### src/rtl/ifetch.sv
// rtl/ifetch.sv - instruction fetch: one-outstanding memory requester feeding a 2-entry decode buffer
module ifetch #(
  parameter logic [63:0] RESET_PC = 64'h0000_0000_8000_0000
) (
  input  logic        i_Clk,
  input  logic        i_Rst_n,
  input  logic        i_Redirect,
  input  logic [63:0] i_RedirectPC_64,
  output logic        o_IMemReq,
  output logic [63:0] o_IMemAddr_64,
  input  logic        i_IMemGnt,
  input  logic        i_IMemRvalid,
  input  logic [31:0] i_IMemRdata_32,
  input  logic        i_IMemErr,
  output logic        o_Valid,
  input  logic        i_Ready,
  output logic [63:0] o_PC_64,
  output logic [31:0] o_Inst_32,
  output logic [1:0]  o_Fault_2
);
  typedef enum logic [1:0] {S_REQ, S_WAIT, S_KILL, S_HALT} state_t;

  localparam logic [31:0] NOP = 32'h0000_0013;

  state_t      state, state_nxt;
  logic [63:0] pc, out_pc;
  logic [63:0] buf_pc    [2];
  logic [31:0] buf_inst  [2];
  logic [1:0]  buf_fault [2];
  logic        head;
  logic [1:0]  count;

  logic        aligned, room, grant, pop, push, tail;
  logic [63:0] push_pc;
  logic [31:0] push_inst;
  logic [1:0]  push_fault;

  assign aligned = (pc[1:0] == 2'b00);
  assign room    = (count != 2'd2);
  // Outstanding is zero whenever state is REQ, so count<2 alone keeps count+outstanding <= 2.
  assign o_IMemReq     = i_Rst_n & (state == S_REQ) & aligned & room & ~i_Redirect;
  assign o_IMemAddr_64 = pc;
  assign grant         = o_IMemReq & i_IMemGnt;
  assign pop           = (count != 2'd0) & i_Ready;
  assign tail          = head ^ count[0];

  assign o_Valid   = (count != 2'd0);
  assign o_PC_64   = buf_pc[head];
  assign o_Inst_32 = buf_inst[head];
  assign o_Fault_2 = buf_fault[head];

  always_comb begin
    state_nxt  = state;
    push       = 1'b0;
    push_pc    = out_pc;
    push_inst  = NOP;
    push_fault = 2'b00;
    if (i_Redirect) begin
      case (state)
        S_WAIT:  state_nxt = i_IMemRvalid ? S_REQ : S_KILL;
        S_KILL:  state_nxt = S_KILL;
        default: state_nxt = S_REQ;
      endcase
    end else begin
      case (state)
        S_REQ: begin
          if (grant) begin
            state_nxt = S_WAIT;
          end else if (!aligned && room) begin
            push       = 1'b1;
            push_pc    = pc;
            push_fault = 2'b01;
            state_nxt  = S_HALT;
          end
        end
        S_WAIT: begin
          if (i_IMemRvalid) begin
            push = 1'b1;
            if (i_IMemErr) begin
              push_fault = 2'b10;
              state_nxt  = S_HALT;
            end else begin
              push_inst = i_IMemRdata_32;
              state_nxt = S_REQ;
            end
          end
        end
        S_KILL: begin
          if (i_IMemRvalid) state_nxt = S_REQ;
        end
        default: state_nxt = S_HALT;
      endcase
    end
  end

  always_ff @(posedge i_Clk or negedge i_Rst_n) begin
    if (!i_Rst_n) begin
      state  <= S_REQ;
      pc     <= RESET_PC;
      out_pc <= '0;
      head   <= 1'b0;
      count  <= 2'd0;
      for (int i = 0; i < 2; i++) begin
        buf_pc[i]    <= '0;
        buf_inst[i]  <= '0;
        buf_fault[i] <= '0;
      end
    end else if (i_Redirect) begin
      // Redirect discards everything in flight this cycle, including any pop or push.
      state <= state_nxt;
      pc    <= i_RedirectPC_64;
      head  <= 1'b0;
      count <= 2'd0;
    end else begin
      state <= state_nxt;
      if (grant) begin
        out_pc <= pc;
        pc     <= pc + 64'd4;
      end
      if (push) begin
        buf_pc[tail]    <= push_pc;
        buf_inst[tail]  <= push_inst;
        buf_fault[tail] <= push_fault;
      end
      if (pop) head <= ~head;
      count <= count + {1'b0, push} - {1'b0, pop};
    end
  end
endmodule

### config.mk
export PLATFORM = sky130hd
export DESIGN_NAME = ifetch
export DESIGN_NICKNAME = d
export VERILOG_FILES = /design/src/rtl/ifetch.sv
export SDC_FILE = /design/constraint.sdc
export NUM_CORES = 1
export LEC_CHECK = 0
export ABC_AREA = 1
export ABC_CLOCK_PERIOD_IN_PS = 1900
export CAP_MARGIN = 25
export CORE_MARGIN = 1.5
export CORE_UTILIZATION = 54
export CTS_CLUSTER_DIAMETER = 80
export DETAILED_ROUTE_END_ITERATION = 7
export GPL_TIMING_DRIVEN = 0
export PLACE_DENSITY = 0.82
export SLEW_MARGIN = 0
export SYNTH_ARGS = -nofsm -noshare
export SYNTH_HDL_FRONTEND = slang
export SYNTH_SLANG_ARGS = --single-unit
### constraint.sdc
create_clock -name i_Clk -period 1.9 [get_ports i_Clk]
set_input_delay 0.285 -clock i_Clk [delete_from_list [all_inputs] [get_ports i_Clk]]
set_output_delay 0.285 -clock i_Clk [all_outputs]
set_load 0.02 [all_outputs]
# After elaboration in Yosys (flattened, before gate mapping)
# Cells that the tools add are included.
totals:
  reg_bits: 329
  in_bits: 103
  output_inout_bits: 164
op_classes:
  n_addsub: 3
  n_lt_le_gt_ge: 3
  eq_ne: 6
  mux: 51
  bitwise_logic: 11
  reduce_logical: 11
op_table:
  columns: ["op", "n"]
  rows:
  - ["64-bit 2-to-1 mux", 10]
  - ["32-bit 2-to-1 mux", 8]
  - ["128-bit bitwise mux", 1]
  - ["64-bit by 3-bit adder with 64-bit output (second input constant)", 1]
  - ["64-bit bitwise mux", 1]
  - ["64-bit demux with 1-bit select", 1]
  - ["32-bit demux with 1-bit select", 1]
  - ["2-bit 2-to-1 mux", 15]
  - ["1-bit 2-to-1 mux", 8]
  - ["2-bit case mux with 2 select lines", 2]
  - ["1-bit bitwise AND", 6]
  - ["3-bit inequality test (second input constant)", 2]
  - ["2-bit case mux with 3 select lines", 1]
  - ["2-bit nonzero test", 3]
  - ["4-bit bitwise mux", 1]
  - ["2-bit greater-or-equal comparator (second input constant)", 2]
  - ["2-bit logical NOT", 2]
  - ["4-bit by 3-bit inequality test with 1-bit output (second input constant)", 1]
  - ["1-bit NOT with 2-bit output", 2]
  - ["2-bit AND reduction", 2]
  - ["3-bit AND reduction", 1]
  - ["2-bit by 1-bit adder with 2-bit output", 1]
  - ["2-bit demux with 1-bit select", 1]
  - ["2-bit by 1-bit equality test with 1-bit output (second input constant)", 1]
  - ["other kinds (9)", 11]

# Depth between registers and ports, before layout
depth:
  word_depth: 12
  depth_mapped: 12

# Worst setup path before layout
# Ideal clock, no wire load.
synth_timing:
  kind: "reg-to-reg"
  start: "reg pc[3] (netlist: o_IMemAddr_64[3])"
  end: "reg pc[34] (netlist: o_IMemAddr_64[34])"
  t_arrival_ps: 1615
  setup_slack_ps: 168
  path_stages_with_launch: 10
  synth_period_minus_slack_ps: 1732
  path_cell_list: "dfrtp_1 > ha_1 > nand2_1 > nor2_2 > nand2_1 > nor2_1 > nand2_1 > xor2_1 > nand2_1 > nand2_1"
synth_between:
  elab_chain_len: 3
synth_rtl:
  columns: ["item", "line_no", "rtl"]
  rows:
  - ["start, declared", "26", "logic [63:0] pc, out_pc;"]
  - ["start signal, assigned", "111", "pc <= i_RedirectPC_64;"]
  - ["start signal, assigned", "118", "pc <= pc + 64'd4;"]
  - ["64-bit by 3-bit adder with 64-bit output", "118", null]
  - ["64-bit 2-to-1 mux", "116", "if (grant) begin"]
  - ["64-bit 2-to-1 mux", "108", "end else if (i_Redirect) begin"]
# Every way passes these cells. The select of a mux whose other input is x is not followed.
# A chain may end at the register's enable or synchronous reset.

# Final worst setup path
layout_timing:
  start: "reg state[0]"
  end: "reg buf_pc[119] in the netlist's numbering"
layout_between:
  elab_chain_len: 10
  elab_cells_between_ends: 15
  cone_classes: "1 x eq/ne; 7 x mux; 5 x bitwise; 2 x reduce/logical"
layout_rtl:
  columns: ["item", "line_no", "rtl"]
  rows:
  - ["start, declared", "25", "state_t state, state_nxt;"]
  - ["start signal, assigned", "110", "state <= state_nxt;"]
  - ["start signal, assigned", "115", "state <= state_nxt;"]
  - ["2-bit logical NOT", "41, 65", null]
  - ["1-bit bitwise AND (4 in a row)", "41", "assign o_IMemReq = i_Rst_n & (state == S_REQ) & aligned & room & ~i_Redirect;"]
  - ["1-bit bitwise AND", "43", "assign grant = o_IMemReq & i_IMemGnt;"]
  - ["1-bit 2-to-1 mux or 64-bit 2-to-1 mux (tied branches)", "67", "if (grant) begin"]
  - ["1-bit case mux with 2 select lines or 64-bit 2-to-1 mux (tied branches)", "65", "case (state)"]
  - ["1-bit 2-to-1 mux or 64-bit 2-to-1 mux (tied branches)", "58", "if (i_Redirect) begin"]
  - ["2-bit AND reduction (no line) or 128-bit bitwise mux (tied branches)", null, null]
  - ["end signal, assigned by index", "121", "buf_pc[tail] <= push_pc;"]
  - ["end, declared", "27", "logic [63:0] buf_pc [2];"]
# Several ways; a longest one is shown, not always the timed one.

==> metrics.txt <==
status finished, violations left; failing checks negative hold slack, negative setup slack; initial DRC count 2,244; reg2reg end buf_pc[119]$_DFFE_PN0P_; Hold Crit Class in2async; post-synthesis mux area share 0; Mapped Area 16,900 um2; Tot GR Track Use 0.353; clk buf depth 3; path type of the worst setup path reg2reg; FF-to-FF Start state[0]$_DFFE_PN0P_; Slew Limit Fails 0; Worst Skew 0.0184 ns; sequential fraction of the synthesis area 0.488; Compound-Gate Fraction of Synth Area 0.118; Avg Inst Size Synth 7.25 um2; slew of the pin with the lowest slew margin between 0.7 and 0.8 ns; Hold WS -0.246 ns; DR WL/cell ~21 um; fmax about 450 MHz; number of synthesized register bits ~330; Mapped Cells about 2,300; final net count between 2,000 and 3,000; CTS clock-pin slew for the worst setup and hold paths roughly 0.060 ns; Leak approximately 12 nW; min Tclk post-route roughly 2.2 ns; largest net degree at the start of global routing ~100; slowest stage cell, crit path dfrtp_1; Die Ht 180 um; Initial Util 0.550; Final TNS setup -43.39 ns; library cells used by synthesis 36; Crit path arrival time roughly 2.6 ns; Pint slightly below 0.02 W; CORE AREA roughly 31,000 um2; final hold vios ~230; Max stage delay on crit path approximately 0.43 ns; Critical Path RT roughly 2.3 ns; first-pass GRT wire length 90,700 um; FF-to-FF setup slack -0.34 ns; commonest non-fill, non-tap cell in the layout nand2_1; Sw Pwr roughly 0.013 W; Root Driver clkbuf_16; Worst-Skew Late Latency about 0.52 ns; Synth top area share 0.487; dpl cell area approximately 20,000 um2; antenna cells 0; CTS tree done; Final setup viols approximately 330; Synth Area in Simple Gates 0.287; syn_nets about 2,400; TritonCTS Sinks approximately 330; CP max FO 10; most frequent cells in the layout nand2_1, dfrtp_1, inv_1, nor2_1, o21ai_0; pre-CTS WS -0.829 ns; power per cell area ~1400 nW/um2; gr ovfl total 0; vias in the first global route 16,739; via count approximately 18,000; CP most frequent cell buf_12; Final Cell Area around 24,000 um2; DP HPWL 42,000 um; MaxCap Viol Count 0; hold_buf cts 1; Sw Ratio 0.406; Clk pwr share 0.220; final clock period utilization by the worst path 1.18; DP Cell Count 2,991; router iterations before antenna repair 8; Final WS setup -0.342 ns; largest family of logic cells by synthesized area simple AND/OR/NAND/NOR gates; synthesis-to-finish area growth 40.3%; RSZ-0062 raised after global routing yes; row count 64; worst ir drop on vdd about 0.78 mV; Die W roughly 180 um; critical path endpoint category register; initial antenna violation count 0; Adder-Cell Fraction of Synth Area 0.00519; H-tree depth 2; share of cells above drive strength 1 0.216; largest area contributor in the synthesized netlist dfrtp_1; DR vias/cell just under 6; synth warn 0; worst-path cell chain inv_2 > ha_4 > buf_6 > nand3_4 > nand2_4 > nand2_4 > nor2_4 > inv_4 > buf_12 > buf_12 > buf_12 > nand2_1 > o21ai_1; DRC 0; CTS buffer count 35; Synth Area in XOR/XNOR 0.00979; logic gate share of total power 0.455; Routed Antenna Nets 0; IO buf count between 200 and 300; sequential fraction of design power 0.325; RePlAce Congestion 0.960; Rel. slew slack 0.485; Fillers 2,001; R2R cell count 13; synth top area cells dfrtp_1, nand2_1, o21ai_0, inv_1, nor2_1; non-filler cells, final 3,107; die area 32,300 um2; Worst setup SP type register; I/O Pins between 200 and 300; Total Wirelength between 60,000 and 70,000 um
==> routing by layer <==
| layer | routed length [um] | vias up | GRT usage |
|---|---|---|---|
| met5 | 0 | - | 0 |
| met1 | 24900 | 8791 | 0.479 |
| met4 | 3810 | 0 | 0.137 |
| li1 | - | 8027 | - |
| met3 | 6500 | 282 | 0.0472 |
| met2 | 31300 | 1263 | 0.578 |
==> state kept, by name, summed over array words and instances, names as in the netlist <==
name / cells
o_IMemAddr_64: 64
out_pc: 64
buf_fault: 4
state: 2
count: 2
head: 1
buf_inst: 64
buf_pc: 128
==> worst max-delay path by stage <==
stage | from | endpoint | slack [ns] | cells after the start
4_1_cts | head$_DFFE_PN0P_ | o_PC_64[31] | -0.12 | 7
3_3_place_gp | i_Rst_n | o_IMemAddr_64[38]$_DFFE_PN0P_ | -13.59 | 1
3_5_place_dp | head$_DFFE_PN0P_ | o_Inst_32[29] | -0.83 | 6
2_1_floorplan | o_IMemAddr_64[3]$_DFFE_PN0P_ | o_IMemAddr_64[34]$_DFFE_PN0P_ | 0.17 | 9
6_report | state[0]$_DFFE_PN0P_ | buf_pc[119]$_DFFE_PN0P_ | -0.34 | 13
5_1_grt | state[0]$_DFFE_PN0P_ | buf_pc[119]$_DFFE_PN0P_ | -0.35 | 13
==> power by group through the flow <==
stage	Combinational [W]	Sequential, W	Clock [W]
after global placement	0.0105	0.0104	0
after floorplan	0.00619	0.0103	0
after detailed placement	0.0108	0.0104	0
after CTS	0.0117	0.0103	0.00717
final	0.0150	0.0107	0.00725
after global routing	0.0158	0.0109	0.00747
==> critical path: cells and delay by family (launching register included) <==
kind	cells	cell delay [ns]
AND/OR/NAND/NOR	5	0.55
adder cells (fa/ha/maj)	1	0.20
buffers and inverters	6	0.84
AO/OA/AOI/OAI	1	0.08
flip-flops	1	0.43
==> synthesized netlist by cell type <==
cell type    n
a21oi_1      2
buf_1        7
buf_2       38
buf_4        2
buf_6        5
clkbuf_1    63
clkinv_1     1
dfrtp_1    328
dfstp_2      1
ha_1         7
inv_1      264
inv_2        4
inv_4        1
nand2_1    859
nand2_2      3
nand2_4      1
nand3_1     77
nand3_2      1
nand3b_1    15
nand4_1     39
nor2_1     186
nor2_2       5
nor2_4       2
nor3_1       9
nor3b_1      1
o2111ai_1    1
o211ai_1    12
o21ai_0    291
o21ai_1     67
o21ai_2      1
o21bai_1     5
o221ai_1     5
or2_2        6
xnor2_1      1
xnor2_2      1
xor2_1      16
==> layout make-up <==
class | instances | area, um2 | share of cell area
plain buffers | 114 | 1220 | 0.0516
clock buffers | 45 | 983 | 0.0416
clock inverters | 13 | 198 | 0.00835
inverters | 270 | 1030 | 0.0436
multi-input cells | 1613 | 7950 | 0.336
flip-flops and latches | 329 | 8240 | 0.348
well taps | 396 | 495 | 0.0209
repair buffers | 327 | 3550 | 0.150
==> stage by stage <==
stage	power [W]	utilization	hold WS, ns
floorplan	0.0165	-	-0.0106
global placement	0.0209	0.653	0.453
detailed placement	0.0212	0.655	0.251
CTS	0.0292	0.715	-0.225
global route	0.0341	0.772	-0.222
finish	0.0329	0.772	-0.246
==> cells by family after synthesis <==
group,count (synthesis)
AOI/OAI and AO/OA,384
xor gates and xnor gates,18
adders and majority gates,7
buffers and inverters,385
DFF,329
and+or+nand+nor,1204
==> timing repair <==
action / 4_1_cts / 5_1_grt
hold endpoints to repair: 57 / 229
pin swaps: 13 / 15
resized for setup: 832 / 483
endpoints found under the setup margin: 439 / 427
setup buffers: 8 / 31
gates cloned: 2 / 17
No activity file was read; power rests on OpenSTA's default activity.
